File: src/rtl/instr_fetch_unit.sv
// instr_fetch_unit: PC and IR of the multicycle core, fetching over a ready handshake with timeout
module instr_fetch_unit #(
    parameter logic [15:0] RESET_PC = 16'h0000,
    parameter int          TIMEOUT  = 15
) (
    input  logic        clk,
    input  logic        rst,
    input  logic        IRWrite,
    input  logic        PCWrite,
    input  logic        PCBEqCond,
    input  logic        PCBNqCond,
    input  logic [1:0]  PCSrc,
    input  logic        zero,
    input  logic [15:0] alu_result,
    input  logic [15:0] alu_out,
    output logic        imem_req,
    output logic [15:0] imem_addr,
    input  logic [15:0] imem_data,
    input  logic        imem_ready,
    output logic [15:0] pc,
    output logic [15:0] ir,
    output logic [3:0]  opcode,
    output logic [3:0]  func_field,
    output logic        ir_valid,
    output logic        stall,
    output logic        fetch_timeout
);
    typedef enum logic {S_IDLE, S_WAIT} state_t;
    localparam logic [7:0] LAST_CNT = 8'(TIMEOUT - 1);
    state_t      state_q, state_d;
    logic [7:0]  wait_cnt_q, wait_cnt_d;
    logic [15:0] fetch_addr_q, fetch_addr_d;
    logic [15:0] pc_q, pc_d, pc_sel;
    logic [15:0] ir_q, ir_d;
    logic        ir_valid_q, ir_valid_d;
    logic        timeout_q, timeout_d;
    logic        pc_en;
    // PC update: branch/jump/increment source with bit 0 forced low; select 11 holds
    always_comb begin
        pc_en  = PCWrite | (PCBEqCond & zero) | (PCBNqCond & ~zero);
        pc_sel = (PCSrc == 2'b00) ? alu_result :
                 (PCSrc == 2'b01) ? alu_out :
                 {pc_q[15:13], ir_q[11:0], 1'b0};
        pc_d   = (pc_en && PCSrc != 2'b11) ? (pc_sel & 16'hFFFE) : pc_q;
    end
    // Fetch FSM next state: latch old PC on start, load IR on ready or NOP on timeout
    always_comb begin
        state_d      = state_q;
        wait_cnt_d   = wait_cnt_q;
        fetch_addr_d = fetch_addr_q;
        ir_d         = ir_q;
        ir_valid_d   = 1'b0;
        timeout_d    = timeout_q;
        case (state_q)
            S_IDLE: begin
                if (IRWrite) begin
                    fetch_addr_d = pc_q;
                    wait_cnt_d   = 8'd0;
                    state_d      = S_WAIT;
                end
            end
            default: begin
                if (imem_ready) begin
                    ir_d       = imem_data;
                    ir_valid_d = 1'b1;
                    state_d    = S_IDLE;
                end else if (wait_cnt_q == LAST_CNT) begin
                    ir_d       = 16'h0000;
                    ir_valid_d = 1'b1;
                    timeout_d  = 1'b1;
                    state_d    = S_IDLE;
                end else begin
                    wait_cnt_d = wait_cnt_q + 8'd1;
                end
            end
        endcase
    end
    // State registers with synchronous reset aborting any outstanding fetch
    always_ff @(posedge clk) begin
        if (rst) begin
            state_q      <= S_IDLE;
            wait_cnt_q   <= 8'd0;
            fetch_addr_q <= 16'h0000;
            pc_q         <= RESET_PC;
            ir_q         <= 16'h0000;
            ir_valid_q   <= 1'b0;
            timeout_q    <= 1'b0;
        end else begin
            state_q      <= state_d;
            wait_cnt_q   <= wait_cnt_d;
            fetch_addr_q <= fetch_addr_d;
            pc_q         <= pc_d;
            ir_q         <= ir_d;
            ir_valid_q   <= ir_valid_d;
            timeout_q    <= timeout_d;
        end
    end
    assign stall         = (state_q == S_WAIT);
    assign imem_req      = stall;
    assign imem_addr     = stall ? fetch_addr_q : 16'h0000;
    assign pc            = pc_q;
    assign ir            = ir_q;
    assign opcode        = ir_q[15:12];
    assign func_field    = ir_q[3:0];
    assign ir_valid      = ir_valid_q;
    assign fetch_timeout = timeout_q;
endmodule

File: config.mk
export PLATFORM = sky130hd
export DESIGN_NAME = instr_fetch_unit
export DESIGN_NICKNAME = d
export VERILOG_FILES = /design/src/rtl/instr_fetch_unit.sv
export SDC_FILE = /design/constraint.sdc
export NUM_CORES = 1
export LEC_CHECK = 0
export CAP_MARGIN = 20
export CORE_MARGIN = 1.5
export CORE_UTILIZATION = 33
export DETAILED_ROUTE_END_ITERATION = 7
export PLACE_DENSITY = 0.78
export SLEW_MARGIN = 10
export SYNTH_ARGS = -nofsm -noshare
export SYNTH_HDL_FRONTEND = slang
export SYNTH_SLANG_ARGS = --single-unit
File: constraint.sdc
create_clock -name clk -period 1.47 [get_ports clk]
set_input_delay 0.2205 -clock clk [delete_from_list [all_inputs] [get_ports clk]]
set_output_delay 0.2205 -clock clk [all_outputs]
set_load 0.01 [all_outputs]
==> metrics.md, run 1 <==
| Metric | Value |
|---|---|
| CTS max path bufs | `2` |
| Int Pwr | `2.79 mW` |
| Setup repair after global routing missed its margin | `true` |
| Post-layout nets | `510` |
| Fin. Hold Viols | `0` |
| Net Sw Frac | `25.6%` |
| Peak supply drop | `0.576 mV` |
| Die width | `95.0 um` |
| Crit path cell chain | `inv_1 -> ha_2 -> and4b_1 -> a21oi_4 -> mux2_4` |
| Post-route minimum period | `1440 ps` |
| WS Path Type | `flop to flop` |
| Max incr delay on CP | `340 ps` |
| Syn Area/Cell | `8.50 um^2` |
| Fin crit share | `97.6%` |
| Syn. warnings | `0` |
| Die Y | `95.0 um` |
| Root Driver | `clkbuf_8` |
| 1st-iter DRT viols | `79` |
| Finished Layout Cells | `560` |
| Sequential area share after synthesis | `40.8%` |
| CP Max Fanout | `3` |
| Worst setup EP type | `flop` |
| WP depth | `5` |
| Net Switching | `956 uW` |
| Fin. max-slew vios | `0` |
| Initial core utilization | `34.0%` |
| Synth async-reset ratio | `0%` |
| Static leakage | `2.15 nW` |
| Placed cell area | `4150 um^2` |
| Cts bufs inserted | `9` |
| Routed WL per cell | `13.9 um` |
| Core Area | `8220 um^2` |
| Seq pwr share | `44.3%` |
| H-tree lvl count | `3` |
| ANT nets after route | `0` |
| Clock network fraction of total power | `37.6%` |
| FF+latch count, synth | `57` |
| Yosys cell types | `39` |
| CP Launch Type | `flop` |
| Comb power frac | `18.1%` |
| Syn Std Cell Area | `2800 um^2` |
| Data arrival, critical path | `1650 ps` |
| Port Buffers | `113` |
| IO Count | `118` |
| Reg2Reg Depth | `5` |
| Area growth syn-to-layout | `57.8%` |
| Vias per inst | `4.74` |
| GPL Wtd Cong | `0.790` |
| GRT Residual Overflow | `0` |
| Rows | `33` |
| CTS sink count | `57` |
| All-Layer GR Usage | `17.0%` |
| # diodes | `0` |
| Pre-CTS WS | `-255 ps` |
| First drt pass iteration count | `4` |
| Worst setup margin | `34.7 ps` |
| Run status | `complete, no violations` |
| Slowest-stage cell, CP | `dfxtp_1` |
| Max-Cap Viols | `0` |
| Power Density | `848 nW/um^2` |
| # DRC | `0` |
| Top delay family on crit path | `flip-flops` |
| Clock transition at the registers of the reported paths | `70 ps` |
| Worst-Skew Late Latency | `320 ps` |
| CP bufs+invs | `1` |
| Share of layout cells above drive strength 1 | `20.7%` |
| Largest net degree at the start of global routing | `21` |
| Most used DFF post-synth | `dfxtp_1` |
| Synth Instances | `329` |
| Fmax | `0.697 GHz` |
| CTS Hold Bufs | `0` |
| Die area | `9030 um^2` |
| Vias in the first global route | `2485` |
| Worst Clk Skew | `8.11 ps` |
| WL final | `7.77 mm` |
| Finished Cell Area | `4410 um^2` |
| Hold Path Class | `primary input to flop` |
| Initial antenna violation count | `0` |
| Placed insts | `543` |
| Via Count | `2652` |
| First-pass GRT wire length | `11.9 mm` |
| Final-layout fill cell count | `766` |
| Post-DP HPWL | `5.91 mm` |
| TritonCTS clock tree | `built` |
| Hold Path Stages | `3` |
| Required time at the worst-slack endpoint | `1680 ps` |
| Post-synth EDFFs | `0` |
| # setup viols final | `0` |
## kinds of logic (layout without fill, tap and decap cells)
group	after synthesis	after routing	synth area share [%]
adders and majority gates	2	2	0.895
DFF	57	57	40.8
other	1	2	0.134
buffers and inverters	35	160	6.98
AOI/OAI and AO/OA	58	58	12.8
muxes	36	36	13.7
and+or+nand+nor	140	140	24.6
## registers in the layout, indices dropped and copies added (netlist names)
signal         flops
ir                16
fetch_addr_q      15
pc                15
wait_cnt_q         8
fetch_timeout      1
imem_req           1
ir_valid           1
## cells in the final DEF, fill, tap and decap left out, types with 3 or more instances in the layout
cell type and count:
clkdlybuf4s15_1 8, nand2b_1 14, clkbuf_8 9, buf_12 5, dfxtp_2 3, clkdlybuf4s50_1 58, o211ai_1 12, buf_4 21
and2_2 6, mux2i_1 17, a21oi_2 3, dlymetal6s2s_1 24, and2_1 10, nand2_1 86, nand3_1 4, mux2_2 17
nor2_1 4, dfxtp_1 54, clkbuf_2 8, dlygate4sd2_1 15, a21oi_1 32
## tightest hold or removal path, cell delays in order
cell and delay [ps]:
clkdlybuf4s50_1 390, nand2_1 50, a21oi_1 50
## what timing repair did
action                                  CTS  global route
endpoints found under the setup margin   39            50
hold endpoints to repair                  0             0
gates cloned                              0             0
pin swaps                                 1             1
setup buffers                             1             0
resized for setup                        43            53
## synth_stat cells, drive strengths merged, types with 2 or more instances
master / instances / area share [%]
mux2i: 17 / 6.1
nor4: 2 / 0.98
a21oi: 36 / 6.4
nand3: 4 / 0.72
clkbuf: 12 / 1.6
buf: 20 / 5.0
nand3b: 2 / 0.98
and2: 16 / 3.8
ha: 2 / 0.90
nor2: 4 / 0.54
or4: 2 / 0.54
nand2b: 14 / 3.1
nand2: 86 / 12
o311ai: 2 / 0.63
o211ai: 12 / 3.2
nor3: 2 / 0.36
nor2b: 2 / 0.45
inv: 3 / 0.40
mux2: 19 / 7.7
and3: 3 / 0.67
dfxtp: 57 / 41
## path summary, 6_finish.rpt
path                   start         endpoint  slack [ps]
max            wait_cnt_q[0]    wait_cnt_q[0]          30
min             imem_data[1]            ir[1]         440
max reg2reg    wait_cnt_q[0]    wait_cnt_q[0]          30
min reg2reg  fetch_addr_q[2]  fetch_addr_q[2]         450
## per-layer routing
layer	GRT usage, %	wire length [um]	share of wire (%)
met1	21.3	3470	45
met2	28.4	3810	49
met3	3.35	412	5.3
met4	7.09	89	1.1
met5	0	0	0
## stage by stage
| stage | setup TNS, ps | power, mW | utilization, % | hold slack [ps] |
|---|---|---|---|---|
| finish | 0 | 3.74 | 53.7 | 436 |
| global route | -74.9 | 3.91 | 53.7 | 431 |
| CTS | -7.23 | 3.79 | 52.7 | 423 |
| detailed placement | -4020 | 2.39 | 50.5 | 442 |
| global placement | -3490 | 2.38 | 50.5 | 438 |
| floorplan | 0 | 1.99 | - | 356 |
## power by group through the flow
stage | sequential, mW | combinational [mW] | clock, mW
finish | 1.66 | 0.677 | 1.41
global route | 1.67 | 0.733 | 1.51
CTS | 1.66 | 0.687 | 1.44
detailed placement | 1.69 | 0.698 | 0
global placement | 1.69 | 0.688 | 0
floorplan | 1.71 | 0.286 | 0
## area by class of cell
cell class | count | area, um^2 | share of cell area (%)
repair buffers | 141 | 1410 | 32.0
well taps | 105 | 131 | 2.98
clock buffers | 11 | 131 | 2.98
clock inverters | 5 | 56.3 | 1.28
flip-flops and latches | 57 | 1140 | 26.0
multi-input cells | 238 | 1520 | 34.5
inverters | 3 | 11.3 | 0.255
Note: power is estimated with default switching activity, not from simulation.
==> run 2: changes to the inputs <==
--- a/config.mk
+++ b/config.mk
@@ -12,2 +12,3 @@
 export PLACE_DENSITY = 0.78
+export REMOVE_ABC_BUFFERS = 1
 export SLEW_MARGIN = 10
==> constraint.sdc (replaced) <==
create_clock -name clk -period 1.47 [get_ports clk]
set_input_delay 0.3675 -clock clk [delete_from_list [all_inputs] [get_ports clk]]
set_output_delay 0.3675 -clock clk [all_outputs]
set_load 0.01 [all_outputs]
==> run 2 against run 1 <==
Net effect: the run now ends with setup timing left; non-clock buffer count increased by 17; flip-flop and latch count unchanged; clock skew about the same; global-route usage increased by 1.4 points; hold slack improved by 18 ps; design area increased by 7.7%; critical path depth decreased by 1; worst setup slack got worse by 170 ps; total power increased by 13%; critical path type is now flop to output port; critical endpoint is now imem_addr[6].
==> metrics.md, run 2 (synthesis results as in run 1) <==
| Metric | Value |
|---|---|
| Most frequent cells in the layout | `nand2_1, dfxtp_1, clkdlybuf4s50_1` |
| Worst setup margin | `-134 ps (-169 ps)` |
| # DRC | `0 (unchanged)` |
| Power Density | `894 nW/um^2 (+5.3%)` |
| ANT nets after route | `0 (unchanged)` |
| Largest net degree at the start of global routing | `22 (+4.8%)` |
| Post-route minimum period | `1600 ps (+169 ps)` |
| CP Max Fanout | `5 (+2)` |
| Pwr Total | `4.24 mW (+13%)` |
| IO Count | `118 (unchanged)` |
| Final-layout fill cell count | `717 (-6.4%)` |
| Clock network fraction of total power | `42.5% (+4.9 points)` |
| Static leakage | `2.07 nW (-3.9%)` |
| Vias in the first global route | `2709 (+9.0%)` |
| Root Driver | `clkbuf_8` |
| Int Pwr | `3.23 mW (+16%)` |
| # diodes | `0 (unchanged)` |
| Clock transition at the registers of the reported paths | `70 ps (about the same)` |
| Number of flip-flops in the largest register | `16 (unchanged)` |
| Fin crit share | `109% (+11 points)` |
| Final TNS setup | `-1050 ps (-1050 ps)` |
| First-pass GRT wire length | `12.7 mm (+6.5%)` |
| GRT Residual Overflow | `0 (unchanged)` |
| Cts bufs inserted | `9 (unchanged)` |
| Fin. max-slew vios | `0 (unchanged)` |
| Comb power frac | `18.3% (+0.2 points)` |
| Peak supply drop | `0.600 mV (+4.3%)` |
| Share of layout cells above drive strength 1 | `30.0% (+9.4 points)` |
| Data arrival, critical path | `1240 ps (-410 ps)` |
| Die area | `9030 um^2 (unchanged)` |
| Port Buffers | `113 (unchanged)` |
| Most common cell after layout, fill and taps aside | `nand2_1` |
| WL final | `9.24 mm (+19%)` |
| Die Y | `95.0 um (unchanged)` |
| Net Switching | `1.01 mW (+6.0%)` |
| Violated checks | `setup timing` |
| CTS sink count | `57 (unchanged)` |
| Post-DP HPWL | `5.88 mm (-0.51%)` |
| Setup repair after global routing missed its margin | `true` |
| Seq pwr share | `39.3% (-5.0 points)` |
| Hold Path Class | `flop to flop` |
| First drt pass iteration count | `4 (unchanged)` |
| 1st-iter DRT viols | `89 (+13%)` |
| Required time at the worst-slack endpoint | `1100 ps (-580 ps)` |
| Max-Cap Viols | `0 (unchanged)` |
| GPL Wtd Cong | `0.834 (+5.7%)` |
| Via Count | `2849 (+7.4%)` |
| Vias per inst | `4.93 (+4.1%)` |
| CTS max path bufs | `2 (unchanged)` |
| Core Area | `8220 um^2 (unchanged)` |
| Initial antenna violation count | `0 (unchanged)` |
| TritonCTS clock tree | `built` |
| H-tree lvl count | `3 (unchanged)` |
| Worst-Skew Late Latency | `340 ps (+20 ps)` |
| Worst setup EP type | `output port` |
| Run status | `finished with violations` |
| All-Layer GR Usage | `18.4% (+1.4 points)` |
| Die width | `95.0 um (unchanged)` |
| Post-layout nets | `528 (+3.5%)` |
| Routed WL per cell | `16.0 um (+15%)` |
| Fmax | `0.623 GHz (-11%)` |
| Rows | `33 (unchanged)` |
| CP Launch Type | `flop` |
| Crit path cell chain | `buf_12 -> buf_8 -> and2_4 -> buf_6` |
| Fin. Hold Viols | `0 (unchanged)` |
| Area growth syn-to-layout | `69.9%` |
| Initial core utilization | `34.0% (unchanged)` |
| Worst Clk Skew | `8.42 ps (+0.308 ps)` |
| Max incr delay on CP | `380 ps (+40 ps)` |
| Net Sw Frac | `23.9% (-1.7 points)` |
| Slowest-stage cell, CP | `dfxtp_4` |
| WS Path Type | `flop to output port` |
| Worst-Margin Slew | `494 ps` |
| Worst slew margin | `66.6%` |
| Finished Cell Area | `4750 um^2 (+7.7%)` |
| # setup viols final | `16 (+16)` |
| Placed cell area | `4170 um^2 (+0.45%)` |
## run 2: cell count changes in the layout (fill, tap and decap cells not counted), moves of 8 or more
| cell | change |
|---|---|
| buf_4 | +9 |
| dlymetal6s2s_1 | -22 |
| dlygate4sd2_1 | +26 |
| buf_6 | +18 |
| clkbuf_2 | -8 |
| clkdlybuf4s15_1 | -8 |
| and2_4 | +12 |
## run 2: area by class of cell
cell class                 instances  area, um^2  area share (%)
multi-input combinational        239        1660            34.9
timing repair buffer             158        1560            32.8
sequential                        57        1150            24.2
clock buffer                      11         141            2.98
tap                              105         131            2.77
clock inverter                     5         103            2.16
inverter                           3        11.3           0.237
## run 2: critical path, delay by kind of cell, from the launching register on
kind                   cells  cell delay (ps)
buffers and inverters      3              370
DFF                        1              380
and+or+nand+nor            1              150
## run 2: power by group through the flow
| stage | registers (mW) | logic (mW) | clock network (mW) |
|---|---|---|---|
| 3_3_place_gp | 1.69 | 0.685 | 0 |
| 6_report | 1.67 | 0.775 | 1.80 |
| 3_5_place_dp | 1.70 | 0.695 | 0 |
| 5_1_grt | 1.67 | 0.825 | 1.91 |
| 2_1_floorplan | 1.72 | 0.214 | 0 |
| 4_1_cts | 1.66 | 0.712 | 1.84 |
## run 2: timing repair
item                       in CTS  in global routing
gates resized for setup       146                 37
setup endpoints to repair      78                 55
cloned                          1                  4
hold buffers                    0                  0
buffers inserted                5                  7
pin swaps                       7                 14
## run 2: worst paths after layout
kind                         start                to  slack [ps]  cells past startpoint
setup reg to reg          imem_req     wait_cnt_q[5]         -90                      5
setup / recovery          imem_req      imem_addr[6]        -130                      4
hold reg to reg   fetch_addr_q[12]  fetch_addr_q[12]         450                      2
hold / removal    fetch_addr_q[12]  fetch_addr_q[12]         450                      2
## run 2: through the flow
step	cells	hold slack (ps)	worst slack, ps	util [%]
after global placement	546	440	-379	50.7
final	578	454	-134	57.8
after detailed placement	546	445	-372	50.7
after global routing	578	478	-166	57.8
after floorplan	298	426	-263	-
after CTS	568	456	-186	55.0
## run 2: per-layer routing
| metal | routed length (um) | share of wire, % | GRT usage (%) | vias up |
|---|---|---|---|---|
| li1 | - | - | - | 1385 |
| met1 | 3650 | 40 | 20.6 | 1320 |
| met2 | 4720 | 51 | 32.6 | 120 |
| met3 | 649 | 7.0 | 5.90 | 24 |
| met4 | 214 | 2.3 | 6.72 | 0 |
| met5 | 0 | 0 | 0 | - |
==> run 3: changes to the inputs <==
Settings changed: CORE_ASPECT_RATIO set to 1.1, RECOVER_POWER set to 100.
==> run 3 against run 2 <==
Net effect: the flow still finishes with violations (setup timing); global-route usage fell by 0.68 points; worst setup slack improved by 48 ps; via count decreased by 1.2%; count of clock-buffer cells in the layout is the same; clock power about the same; flip-flop and latch count unchanged; combinational power shrank 5.4%; clock skew grew 1.7 ps; design area is 2.0% lower; cell count is 0.69% higher; critical endpoint is now imem_addr[2].
==> metrics.md, run 3 (synthesis results as in run 1) <==
| Metric | Value |
|---|---|
| Die area | `9030 um^2 (about the same)` |
| Net Switching | `998 uW (-1.6%)` |
| ANT nets after route | `0 (unchanged)` |
| Static leakage | `2.05 nW (-1.1%)` |
| Critical path launch point | `imem_req` |
| Fin. Hold Viols | `0 (unchanged)` |
| Slowest-stage cell, CP | `dfxtp_4` |
| Fmax | `0.643 GHz (+3.1%)` |
| Initial core utilization | `33.6% (-0.42 points)` |
| CTS sink count | `57 (unchanged)` |
| Hold Path Class | `flop to flop` |
| GRT Residual Overflow | `0 (unchanged)` |
| H-tree lvl count | `3 (unchanged)` |
| Crit Reg-Reg Startpoint | `imem_req` |
| Number of flip-flops in the largest register | `16 (unchanged)` |
| Rows | `35 (+6.1%)` |
| Worst-Skew Late Latency | `350 ps (about the same)` |
| Core Area | `8320 um^2 (+1.3%)` |
| Final-layout fill cell count | `746 (+4.0%)` |
| Max-Cap Viols | `0 (unchanged)` |
| Routed WL per cell | `15.1 um (-5.4%)` |
| Int Pwr | `3.20 mW (-1.0%)` |
| Post-layout nets | `526 (-0.38%)` |
| Initial antenna violation count | `0 (unchanged)` |
| Most common cell after layout, fill and taps aside | `nand2_1` |
| Fin crit share | `106% (-3.3 points)` |
| Data arrival, critical path | `1190 ps (-50 ps)` |
| Run status | `finished with violations` |
| Root Driver | `clkbuf_8` |
| IO Count | `118 (unchanged)` |
| Largest net degree at the start of global routing | `19 (-14%)` |
| CTS max path bufs | `2 (unchanged)` |
| Violated checks | `setup timing` |
| Crit path cell chain | `buf_6 -> buf_6 -> and2_4 -> buf_6` |
| Reg2reg end | `wait_cnt_q[5]` |
| Die Y | `99.5 um (+4.7%)` |
| Power Density | `901 nW/um^2 (+0.81%)` |
| Clock transition at the registers of the reported paths | `60 ps (about the same)` |
| Vias in the first global route | `2692 (-0.63%)` |
| Comb power frac | `17.5% (-0.8 points)` |
| WL final | `8.80 mm (-4.7%)` |
| Reg2Reg Depth | `7 (+2)` |
| All-Layer GR Usage | `17.7% (-0.68 points)` |
| Worst-Margin Slew | `571 ps (+76.8 ps)` |
| Die width | `90.8 um (-4.5%)` |
| Most used cell, CP | `buf_6` |
| Post-route minimum period | `1560 ps (-47.9 ps)` |
| Setup repair after global routing missed its margin | `true` |
| HP Start | `fetch_addr_q[3]` |
| # DRC | `0 (unchanged)` |
| Most frequent cells in the layout | `nand2_1, clkdlybuf4s50_1, dfxtp_1` |
| Seq pwr share | `39.6% (+0.3 points)` |
| Worst setup margin | `-86.3 ps (+47.9 ps)` |
| Peak supply drop | `0.840 mV (+40%)` |
| Via Count | `2815 (-1.2%)` |
| Area growth syn-to-layout | `66.5%` |
| Worst Clk Skew | `10.1 ps (+1.71 ps)` |
| Port Buffers | `113 (unchanged)` |
| WS Path Type | `flop to output port` |
| 1st-iter DRT viols | `176 (+98%)` |
| Worst setup EP type | `output port` |
| CTS Hold Bufs | `0 (unchanged)` |
| Clock network fraction of total power | `43.0% (+0.5 points)` |
| Pwr Total | `4.19 mW (-1.2%)` |
| Post-DP HPWL | `5.94 mm (+0.94%)` |
| Pre-CTS WS | `-364 ps (+7.35 ps)` |
| Net Sw Frac | `23.8% (-0.11 points)` |
| Worst slew margin | `61.6% (-5.0 points)` |
| First drt pass iteration count | `4 (unchanged)` |
| Cts bufs inserted | `9 (unchanged)` |
| Share of layout cells above drive strength 1 | `29.3% (-0.72 points)` |
| CP Launch Type | `flop` |
| # diodes | `0 (unchanged)` |
| CP endpoint | `imem_addr[2]` |
| # setup viols final | `15 (-1)` |
| R2R Setup Slk | `-70 ps (+20 ps)` |
| First-pass GRT wire length | `12.7 mm (+0.38%)` |
| CP Max Fanout | `4 (-1)` |
| Max incr delay on CP | `360 ps (-20 ps)` |
| TritonCTS clock tree | `built` |
| GPL Wtd Cong | `0.961 (+15%)` |
| Hold slack | `452 ps (-2.02 ps)` |
| Required time at the worst-slack endpoint | `1100 ps (about the same)` |
| Fin. max-slew vios | `0 (unchanged)` |
| Vias per inst | `4.84 (-1.9%)` |
## run 3: worst max-delay path: cells and delay by family (launching register included)
family                 cells  cell delay (ps)
buffers and inverters      3              340
DFF                        1              360
and+or+nand+nor            1              150
## run 3: per-layer routing
layer	part of all wire (%)	wire [um]	GRT usage (%)	up-vias
li1	-	-	-	1381
met1	39	3390	19.7	1296
met2	52	4550	30.6	115
met3	6.4	563	4.66	23
met4	3.4	296	10.3	0
met5	0	0	0	-
## run 3: through the flow
step | setup TNS (ps) | util, % | std cells | instance area [um^2]
after floorplan | -2510 | - | 298 | 2620
after global placement | -10520 | 49.9 | 553 | 4160
after detailed placement | -12190 | 49.9 | 553 | 4160
after CTS | -836 | 53.8 | 577 | 4480
after global routing | -1850 | 55.9 | 582 | 4650
final | -862 | 55.9 | 582 | 4650
## run 3: layout make-up
cell class	instances	area (um^2)	share of cell area, %
clock inverter	5	103	2.20
multi-input combinational	239	1630	35.0
clock buffer	11	141	3.04
sequential	57	1150	24.7
tap	111	139	2.98
inverter	3	11.3	0.242
timing repair buffer	156	1480	31.8
## run 3: how the worst min path moves through the flow
stage,slack (ps),endpoint,cells after the start
global route,480,fetch_addr_q[14],2
CTS,450,fetch_addr_q[6],2
finish,450,fetch_addr_q[3],2
detailed placement,440,fetch_addr_q[6],2
floorplan,430,fetch_addr_q[15],2
global placement,440,fetch_addr_q[12],2
## run 3: power groups by stage
stage | clock [mW] | combinational [mW] | sequential [mW]
2_1_floorplan | 0 | 0.214 | 1.72
3_3_place_gp | 0 | 0.684 | 1.69
3_5_place_dp | 0 | 0.697 | 1.69
4_1_cts | 1.82 | 0.700 | 1.66
5_1_grt | 1.90 | 0.787 | 1.66
6_report | 1.80 | 0.733 | 1.66
## run 3: what timing repair did
item	CTS	global route
pin swaps	6	16
resized for setup	146	40
endpoints found under the setup margin	77	57
buffers inserted	7	2
cloned	1	3
